[config.mk]
export PLATFORM = sky130hd
export DESIGN_NAME = instr_fetch_flat
export DESIGN_NICKNAME = d
export VERILOG_FILES = /design/src/rtl/rv_pkg.sv /design/src/rtl/instr_fetch_if.sv /design/src/rtl/instr_mem.sv /design/src/rtl/instr_fetch.sv /design/src/flat_wrapper.sv
export SDC_FILE = /design/constraint.sdc
export NUM_CORES = 2
export LEC_CHECK = 0
export ABC_AREA = 1
export ABC_CLOCK_PERIOD_IN_PS = 9500
export CAP_MARGIN = 10
export CORE_MARGIN = 2
export CORE_UTILIZATION = 60
export DETAILED_ROUTE_END_ITERATION = 7
export PLACE_DENSITY = 0.84
export SYNTH_ARGS = -nofsm -noshare
export SYNTH_HDL_FRONTEND = slang
export SYNTH_HIERARCHICAL = 1
export SYNTH_SLANG_ARGS = --single-unit
[constraint.sdc]
create_clock -name clk -period 9.5 [get_ports clk]
set_input_delay 0.95 -clock clk [delete_from_list [all_inputs] [get_ports clk]]
set_output_delay 0.95 -clock clk [all_outputs]
set_load 0.02 [all_outputs]
[src/rtl/rv_pkg.sv]
// Shared definitions for the instruction fetch unit: widths, the halt
// sentinel word, the fetch FSM state type and the pc legality check.
package rv_pkg;

    localparam int XLEN    = 64;
    localparam int INSTR_W = 32;

    // An all-zero word marks the end of a program and stops fetching.
    localparam logic [INSTR_W-1:0] HALT_WORD = 32'h0000_0000;

    typedef enum logic [1:0] {
        IDLE  = 2'd0,
        FETCH = 2'd1,
        VALID = 2'd2,
        HALT  = 2'd3
    } fetch_state_e;

    // A pc is unusable when it is not word aligned or lies beyond the
    // last word of a memory holding 'depth' instructions.
    function automatic logic pc_fault(input logic [XLEN-1:0] pc,
                                      input int unsigned     depth);
        return (pc[1:0] != 2'b00) || (pc >= (XLEN'(depth) << 2));
    endfunction

endpackage

[src/rtl/instr_fetch_if.sv]
// Load, issue and redirect signals between the fetch unit and its
// processor / loader. The fetch unit uses the master side.
interface instr_fetch_if #(
    parameter int DEPTH = 64
);
    import rv_pkg::*;

    logic                     load_en;
    logic [$clog2(DEPTH)-1:0] load_addr;
    logic [INSTR_W-1:0]       load_data;
    logic                     start;
    logic [INSTR_W-1:0]       instruction;
    logic                     instr_valid;
    logic                     instr_ready;
    logic [XLEN-1:0]          pc_out;
    logic                     redirect_valid;
    logic [XLEN-1:0]          redirect_pc;
    logic                     halted;
    logic                     fetch_error;

    modport master (
        input  load_en, load_addr, load_data, start,
        input  instr_ready, redirect_valid, redirect_pc,
        output instruction, instr_valid, pc_out, halted, fetch_error
    );

    modport slave (
        output load_en, load_addr, load_data, start,
        output instr_ready, redirect_valid, redirect_pc,
        input  instruction, instr_valid, pc_out, halted, fetch_error
    );

endinterface

[src/rtl/instr_mem.sv]
// Local instruction store: one synchronous write port, one combinational
// read port. Contents are deliberately not reset.
module instr_mem
    import rv_pkg::*;
#(
    parameter int DEPTH = 64
) (
    input  logic                     clk,
    input  logic                     wr_en_i,
    input  logic [$clog2(DEPTH)-1:0] wr_addr_i,
    input  logic [INSTR_W-1:0]       wr_data_i,
    input  logic [$clog2(DEPTH)-1:0] rd_addr_i,
    output logic [INSTR_W-1:0]       rd_data_o
);

    logic [INSTR_W-1:0] mem_q [DEPTH];

    // Store a loaded word on the clock edge when the loader enables it.
    always_ff @(posedge clk) begin
        if (wr_en_i) begin
            mem_q[wr_addr_i] <= wr_data_i;
        end
    end

    assign rd_data_o = mem_q[rd_addr_i];

endmodule

[src/rtl/instr_fetch.sv]
// Instruction fetch unit: sequences the pc through local memory, presents
// words with a valid/ready handshake, follows redirects and halts on a
// zero word or an illegal pc.
module instr_fetch
    import rv_pkg::*;
#(
    parameter int              DEPTH    = 64,
    parameter logic [XLEN-1:0] RESET_PC = 64'h0
) (
    input  logic          clk,
    input  logic          reset,
    instr_fetch_if.master bus
);

    localparam int AW = $clog2(DEPTH);

    fetch_state_e       state_q, state_d;
    logic [XLEN-1:0]    pc_q, pc_d;
    logic [XLEN-1:0]    pc_out_q, pc_out_d;
    logic [INSTR_W-1:0] instr_q, instr_d;
    logic               valid_q, valid_d;
    logic               err_q, err_d;

    logic [XLEN:0]      seq_sum;
    logic [XLEN-1:0]    seq_pc;
    logic               seq_wrap;
    logic [AW-1:0]      rd_addr;
    logic [INSTR_W-1:0] rd_data;
    logic               mem_wr_en;
    logic               start_ok;

    // The sequential successor carries one extra bit so a wrap past 2^64
    // is visible and can be treated as out of range.
    assign seq_sum  = {1'b0, pc_q} + {{XLEN{1'b0}}, 1'b0} + (XLEN+1)'(4);
    assign seq_pc   = seq_sum[XLEN-1:0];
    assign seq_wrap = seq_sum[XLEN];

    // In VALID the next word is read ahead so an accepted word is replaced
    // in the same cycle; in FETCH the current pc is read.
    assign rd_addr   = (state_q == VALID) ? seq_pc[AW+1:2] : pc_q[AW+1:2];
    assign mem_wr_en = bus.load_en && ((state_q == IDLE) || (state_q == HALT));
    assign start_ok  = bus.start && !bus.load_en;

    instr_mem #(
        .DEPTH (DEPTH)
    ) u_mem (
        .clk       (clk),
        .wr_en_i   (mem_wr_en),
        .wr_addr_i (bus.load_addr),
        .wr_data_i (bus.load_data),
        .rd_addr_i (rd_addr),
        .rd_data_o (rd_data)
    );

    // State, pc and issue registers; reset clears everything asynchronously.
    always_ff @(posedge clk or negedge reset) begin
        if (!reset) begin
            state_q  <= IDLE;
            pc_q     <= RESET_PC;
            pc_out_q <= '0;
            instr_q  <= '0;
            valid_q  <= 1'b0;
            err_q    <= 1'b0;
        end else begin
            state_q  <= state_d;
            pc_q     <= pc_d;
            pc_out_q <= pc_out_d;
            instr_q  <= instr_d;
            valid_q  <= valid_d;
            err_q    <= err_d;
        end
    end

    // Next-state and datapath decisions; redirect outranks ready in VALID.
    always_comb begin
        state_d  = state_q;
        pc_d     = pc_q;
        pc_out_d = pc_out_q;
        instr_d  = instr_q;
        valid_d  = valid_q;
        err_d    = err_q;
        case (state_q)
            IDLE: begin
                if (start_ok) begin
                    pc_d    = RESET_PC;
                    state_d = FETCH;
                end
            end
            FETCH: begin
                valid_d = 1'b0;
                if (pc_fault(pc_q, DEPTH)) begin
                    err_d   = 1'b1;
                    state_d = HALT;
                end else if (rd_data == HALT_WORD) begin
                    err_d   = 1'b0;
                    state_d = HALT;
                end else begin
                    instr_d  = rd_data;
                    pc_out_d = pc_q;
                    valid_d  = 1'b1;
                    state_d  = VALID;
                end
            end
            VALID: begin
                if (bus.redirect_valid) begin
                    valid_d = 1'b0;
                    if (pc_fault(bus.redirect_pc, DEPTH)) begin
                        err_d   = 1'b1;
                        state_d = HALT;
                    end else begin
                        pc_d    = bus.redirect_pc;
                        state_d = FETCH;
                    end
                end else if (bus.instr_ready) begin
                    if (seq_wrap || pc_fault(seq_pc, DEPTH)) begin
                        valid_d = 1'b0;
                        err_d   = 1'b1;
                        state_d = HALT;
                    end else if (rd_data == HALT_WORD) begin
                        valid_d = 1'b0;
                        err_d   = 1'b0;
                        state_d = HALT;
                    end else begin
                        pc_d     = seq_pc;
                        pc_out_d = seq_pc;
                        instr_d  = rd_data;
                    end
                end
            end
            HALT: begin
                valid_d = 1'b0;
                if (start_ok) begin
                    err_d   = 1'b0;
                    pc_d    = RESET_PC;
                    state_d = FETCH;
                end
            end
            default: begin
                valid_d = 1'b0;
                state_d = IDLE;
            end
        endcase
    end

    assign bus.instruction = instr_q;
    assign bus.instr_valid = valid_q;
    assign bus.pc_out      = pc_out_q;
    assign bus.halted      = (state_q == HALT);
    assign bus.fetch_error = err_q;

endmodule

[src/flat_wrapper.sv]
// flat-port wrapper written by rule: the top's interface ports become plain ports
module instr_fetch_flat import rv_pkg::*;
#(
    parameter int              DEPTH    = 64,
    parameter logic [XLEN-1:0] RESET_PC = 64'h0
)
  (clk, reset, bus_load_en, bus_load_addr, bus_load_data, bus_start, bus_instr_ready, bus_redirect_valid, bus_redirect_pc, bus_instruction, bus_instr_valid, bus_pc_out, bus_halted, bus_fetch_error);
  instr_fetch_if #(.DEPTH(DEPTH)) bus_i ();
  input  logic clk;
  input  logic reset;
  input wire logic [$bits(bus_i.load_en)-1:0] bus_load_en;
  input wire logic [$bits(bus_i.load_addr)-1:0] bus_load_addr;
  input wire logic [$bits(bus_i.load_data)-1:0] bus_load_data;
  input wire logic [$bits(bus_i.start)-1:0] bus_start;
  input wire logic [$bits(bus_i.instr_ready)-1:0] bus_instr_ready;
  input wire logic [$bits(bus_i.redirect_valid)-1:0] bus_redirect_valid;
  input wire logic [$bits(bus_i.redirect_pc)-1:0] bus_redirect_pc;
  output wire logic [$bits(bus_i.instruction)-1:0] bus_instruction;
  output wire logic [$bits(bus_i.instr_valid)-1:0] bus_instr_valid;
  output wire logic [$bits(bus_i.pc_out)-1:0] bus_pc_out;
  output wire logic [$bits(bus_i.halted)-1:0] bus_halted;
  output wire logic [$bits(bus_i.fetch_error)-1:0] bus_fetch_error;
  assign bus_i.load_en = bus_load_en;
  assign bus_i.load_addr = bus_load_addr;
  assign bus_i.load_data = bus_load_data;
  assign bus_i.start = bus_start;
  assign bus_i.instr_ready = bus_instr_ready;
  assign bus_i.redirect_valid = bus_redirect_valid;
  assign bus_i.redirect_pc = bus_redirect_pc;
  assign bus_instruction = bus_i.instruction;
  assign bus_instr_valid = bus_i.instr_valid;
  assign bus_pc_out = bus_i.pc_out;
  assign bus_halted = bus_i.halted;
  assign bus_fetch_error = bus_i.fetch_error;
  instr_fetch #(.DEPTH(DEPTH), .RESET_PC(RESET_PC)) u_core (.clk(clk), .reset(reset), .bus(bus_i));
endmodule
==> results.md <==
- Data arrival, critical path: 8.46 ns
- IO buf count: 206
- Syn nets: about 8400
- Critical path required time: about 10 ns
- Die area: about 160000 sq um
- Number of synthesized flops with an enable pin: about 2000
- GP Congestion: 0.952
- Max Fclk: roughly 130 MHz
- Worst Tran Pin Value: 1.27 ns
- Violated checks: DRC
- Setup bufs post-CTS: 0
- Slowest cell on the critical path: nor2_1
- Final Util: 67.1%
- Startpoint types: flip-flop
- Critical path class: reg2reg
- Via density per instance: between 6 and 7
- HP Class: in2async
- Post-route ant nets: 0
- Grt total ovfl: 0
- Mean area per synthesized cell: 11.2 sq um
- H-Tree Depth: 4
- Period utilization: 81.2%
- Max Root-Sink Buffers: 3
- Nets: 8400
- Slowest stage delay, CP: approximately 0.67 ns
- Pwr dens: 300 nW/um^2
- Initial core utilization: 60.3%
- Share of layout cells above drive strength 1: 7.29%
- Worst-path fanout max: 125
- Worst Skew: roughly 0.063 ns
- Cells along the critical path: inv_1 -> ha_1 -> clkinv_1 -> o21ai_4 -> buf_12 -> inv_8 -> buf_12 -> nand3_1 -> nand3_1 -> nand3_1 -> nand2_1 -> nand2_1 -> nand2_1 -> nor3_1 -> nand4_1 -> nor2_1 -> inv_1 -> nand3_2 -> nand2_2 -> a21boi_0
- Initial antenna violation count: 23
- Synth Register Bits: between 2000 and 2500
- Final instance area: around 100000 sq um
- Non-filler instance count after layout: 10508
- GR Util All Layers: around a third
- Die height: between 300 and 400 um
- Vias: 68178
- 1st-iter DRT viols: between 10000 and 15000
- Placed Cells: slightly above 10000
- CTS tree: built
- Area Overhead vs Synth: 11.4%
- Core area: 154000 sq um
- Netlist cell types: 43
- Cell area after synthesis: around 93000 sq um
- Max VDD drop: between 0.3 and 0.4 mV
- FF-to-FF path depth: 20
- Routed Wire Length: 267 mm
- Post-CTS Hold Fix Bufs: 0
- Mapped Cells: a little over 8000
- Root buf cell: clkbuf_16
- First-pass GRT wire length: roughly 400 mm
- CTS sink cnt: around 2200
- DR pass1 iterations: 8
- Count of pins over their slew limit: 0
- Fin crit period: about 7.7 ns
- Post-cts sizing count: 0
- RSZ-0062 raised after global routing: no
- Width of the die: 397 um
- Cell Area, Placed: between 90000 and 100000 sq um
- DRC Markers: 7
- Worst slack, placed: about 2.3 ns
- Max Cap Viol: 0
- Outcome: finished with violations
- Async SR Flop Fraction: roughly 7.4%
- I/O pins: between 200 and 250
- Max-slew headroom: between 15 and 20%
- Total CTS buffers: around 210
- Sum of negative setup slack: 0 ns
- Largest net degree at the start of global routing: roughly 220
- # rows: ~140
- Synthesis Warnings: 6
- DP HPWL: about 150 mm
- Routed wire per std cell: ~25 um
- Endpoint class of the critical path: flip-flop
- Endpoints failing setup: 0
- Final hold violations: 0
- Static Leak: 37.3 nW
- Vias in the first global route: 65612
- Clock transition at path regs: roughly 0.060 ns
- Worst-Skew Late Latency: ~0.9 ns
- Register area share after synthesis: a little over two thirds
- Most used DFF post-synth: edfxtp_1
- Final Worst Setup Slack: about 1.8 ns
==> cell usage in the layout, fill, tap and decap left out, types with 39 or more instances in the layout <==
cell	synthesis	routed
nand2_1	2713	2713
nand3_1	2090	2090
edfxtp_1	2048	2048
clkbuf_16	0	209
clkdlybuf4s50_1	0	173
dfrtp_1	164	164
nor2_1	219	163
inv_1	157	154
buf_4	53	107
nor2_4	7	63
a21boi_0	58	58
clkinv_1	4	49
o21ai_0	51	46
nand4_1	44	44
clkbuf_1	108	40
clkinv_2	0	39
==> power breakdown <==
group          internal [mW]  switching, mW  total [mW]  leakage (nW)
registers               10.9          0.303        11.2          20.6
clock network           4.68           3.67        8.35          3.34
logic                   3.03           8.46        11.5          13.4
==> worst paths after layout <==
path                              startpoint                    endpoint  slack (ns)
max in group asynchronous              reset       u_core/bus.pc_out[42]        7.58
setup reg to reg           u_core/state_q[0]       u_core/bus.pc_out[34]        1.78
setup / recovery           u_core/state_q[0]       u_core/bus.pc_out[34]        1.78
hold reg to reg               u_core/pc_q[0]              u_core/pc_q[0]        0.48
min in group clk              u_core/pc_q[0]              u_core/pc_q[0]        0.48
hold / removal                         reset  u_core/bus.instruction[31]        0.15
==> final cells by class <==
type | count | area [sq um]
sequential | 2212 | 65600
fill | 10062 | 50500
multi-input combinational | 5355 | 24400
clock buffer | 264 | 5580
timing repair buffer | 336 | 3160
tap | 2044 | 2560
clock inverter | 123 | 1240
inverter | 171 | 678
antenna | 3 | 7.51
==> routing by layer <==
metal	global-route usage, %	wire, um	vias to the layer above
li1	-	-	28978
met1	44.0	90100	32130
met2	51.7	123000	5894
met3	8.65	39000	1164
met4	16.4	14500	12
met5	0	55	-
==> state kept, by name, summed over array words and instances (netlist names) <==
register and flops:
u_core/pc_q 64, u_core/bus.instr_valid 1, u_core/state_q 2, u_core/u_mem/mem_q 2048
u_core/bus.fetch_error 1, u_core/bus.instruction 32, u_core/bus.pc_out 64
==> through the flow <==
stage / total power [mW] / hold WS (ns)
final: 31.0 / 0.150
after global routing: 32.2 / 0.189
after CTS: 30.6 / 0.149
after detailed placement: 22.2 / 0.469
after global placement: 21.8 / 0.460
after floorplan: 19.1 / 0.443
==> cells in the mapped netlist, types with 4 or more instances <==
master / count / area share, %
a21boi_0: 58 / 0.47
buf_1: 41 / 0.17
buf_2: 289 / 1.6
buf_4: 53 / 0.43
buf_6: 15 / 0.18
clkbuf_1: 108 / 0.44
clkinv_1: 4 / 0.016
dfrtp_1: 164 / 4.4
edfxtp_1: 2048 / 66
ha_1: 8 / 0.11
inv_1: 157 / 0.64
inv_2: 9 / 0.036
nand2_1: 2713 / 11
nand2_2: 11 / 0.074
nand2_4: 4 / 0.049
nand3_1: 2090 / 11
nand3b_1: 9 / 0.073
nand4_1: 44 / 0.30
nor2_1: 219 / 0.89
nor2_2: 17 / 0.11
nor2_4: 7 / 0.085
nor3_1: 14 / 0.076
nor4_1: 29 / 0.20
o21ai_0: 51 / 0.28
o21ai_1: 10 / 0.054
o21ai_2: 20 / 0.19
o22ai_1: 15 / 0.10
xnor2_1: 6 / 0.057
xor2_1: 10 / 0.095
==> logic make-up (layout without fill, tap and decap cells) <==
group | after synthesis | after routing | share of synthesized area (%)
buf+inv | 679 | 894 | 3.50
xor+xnor | 17 | 17 | 0.169
fa+ha+maj | 8 | 8 | 0.108
flops | 2212 | 2212 | 70.8
simple gates | 5169 | 5169 | 24.3
other cells | 0 | 3 | 0
compound gates | 161 | 161 | 1.15
==> worst max-delay path: cells and delay by family, from the launching register on <==
family          cells  cell delay, ns
compound gates      2            0.78
fa+ha+maj           1            0.62
buf+inv             6            2.44
flops               1            0.43
simple gates       11            2.87
No activity file was read; power rests on OpenSTA's default activity.
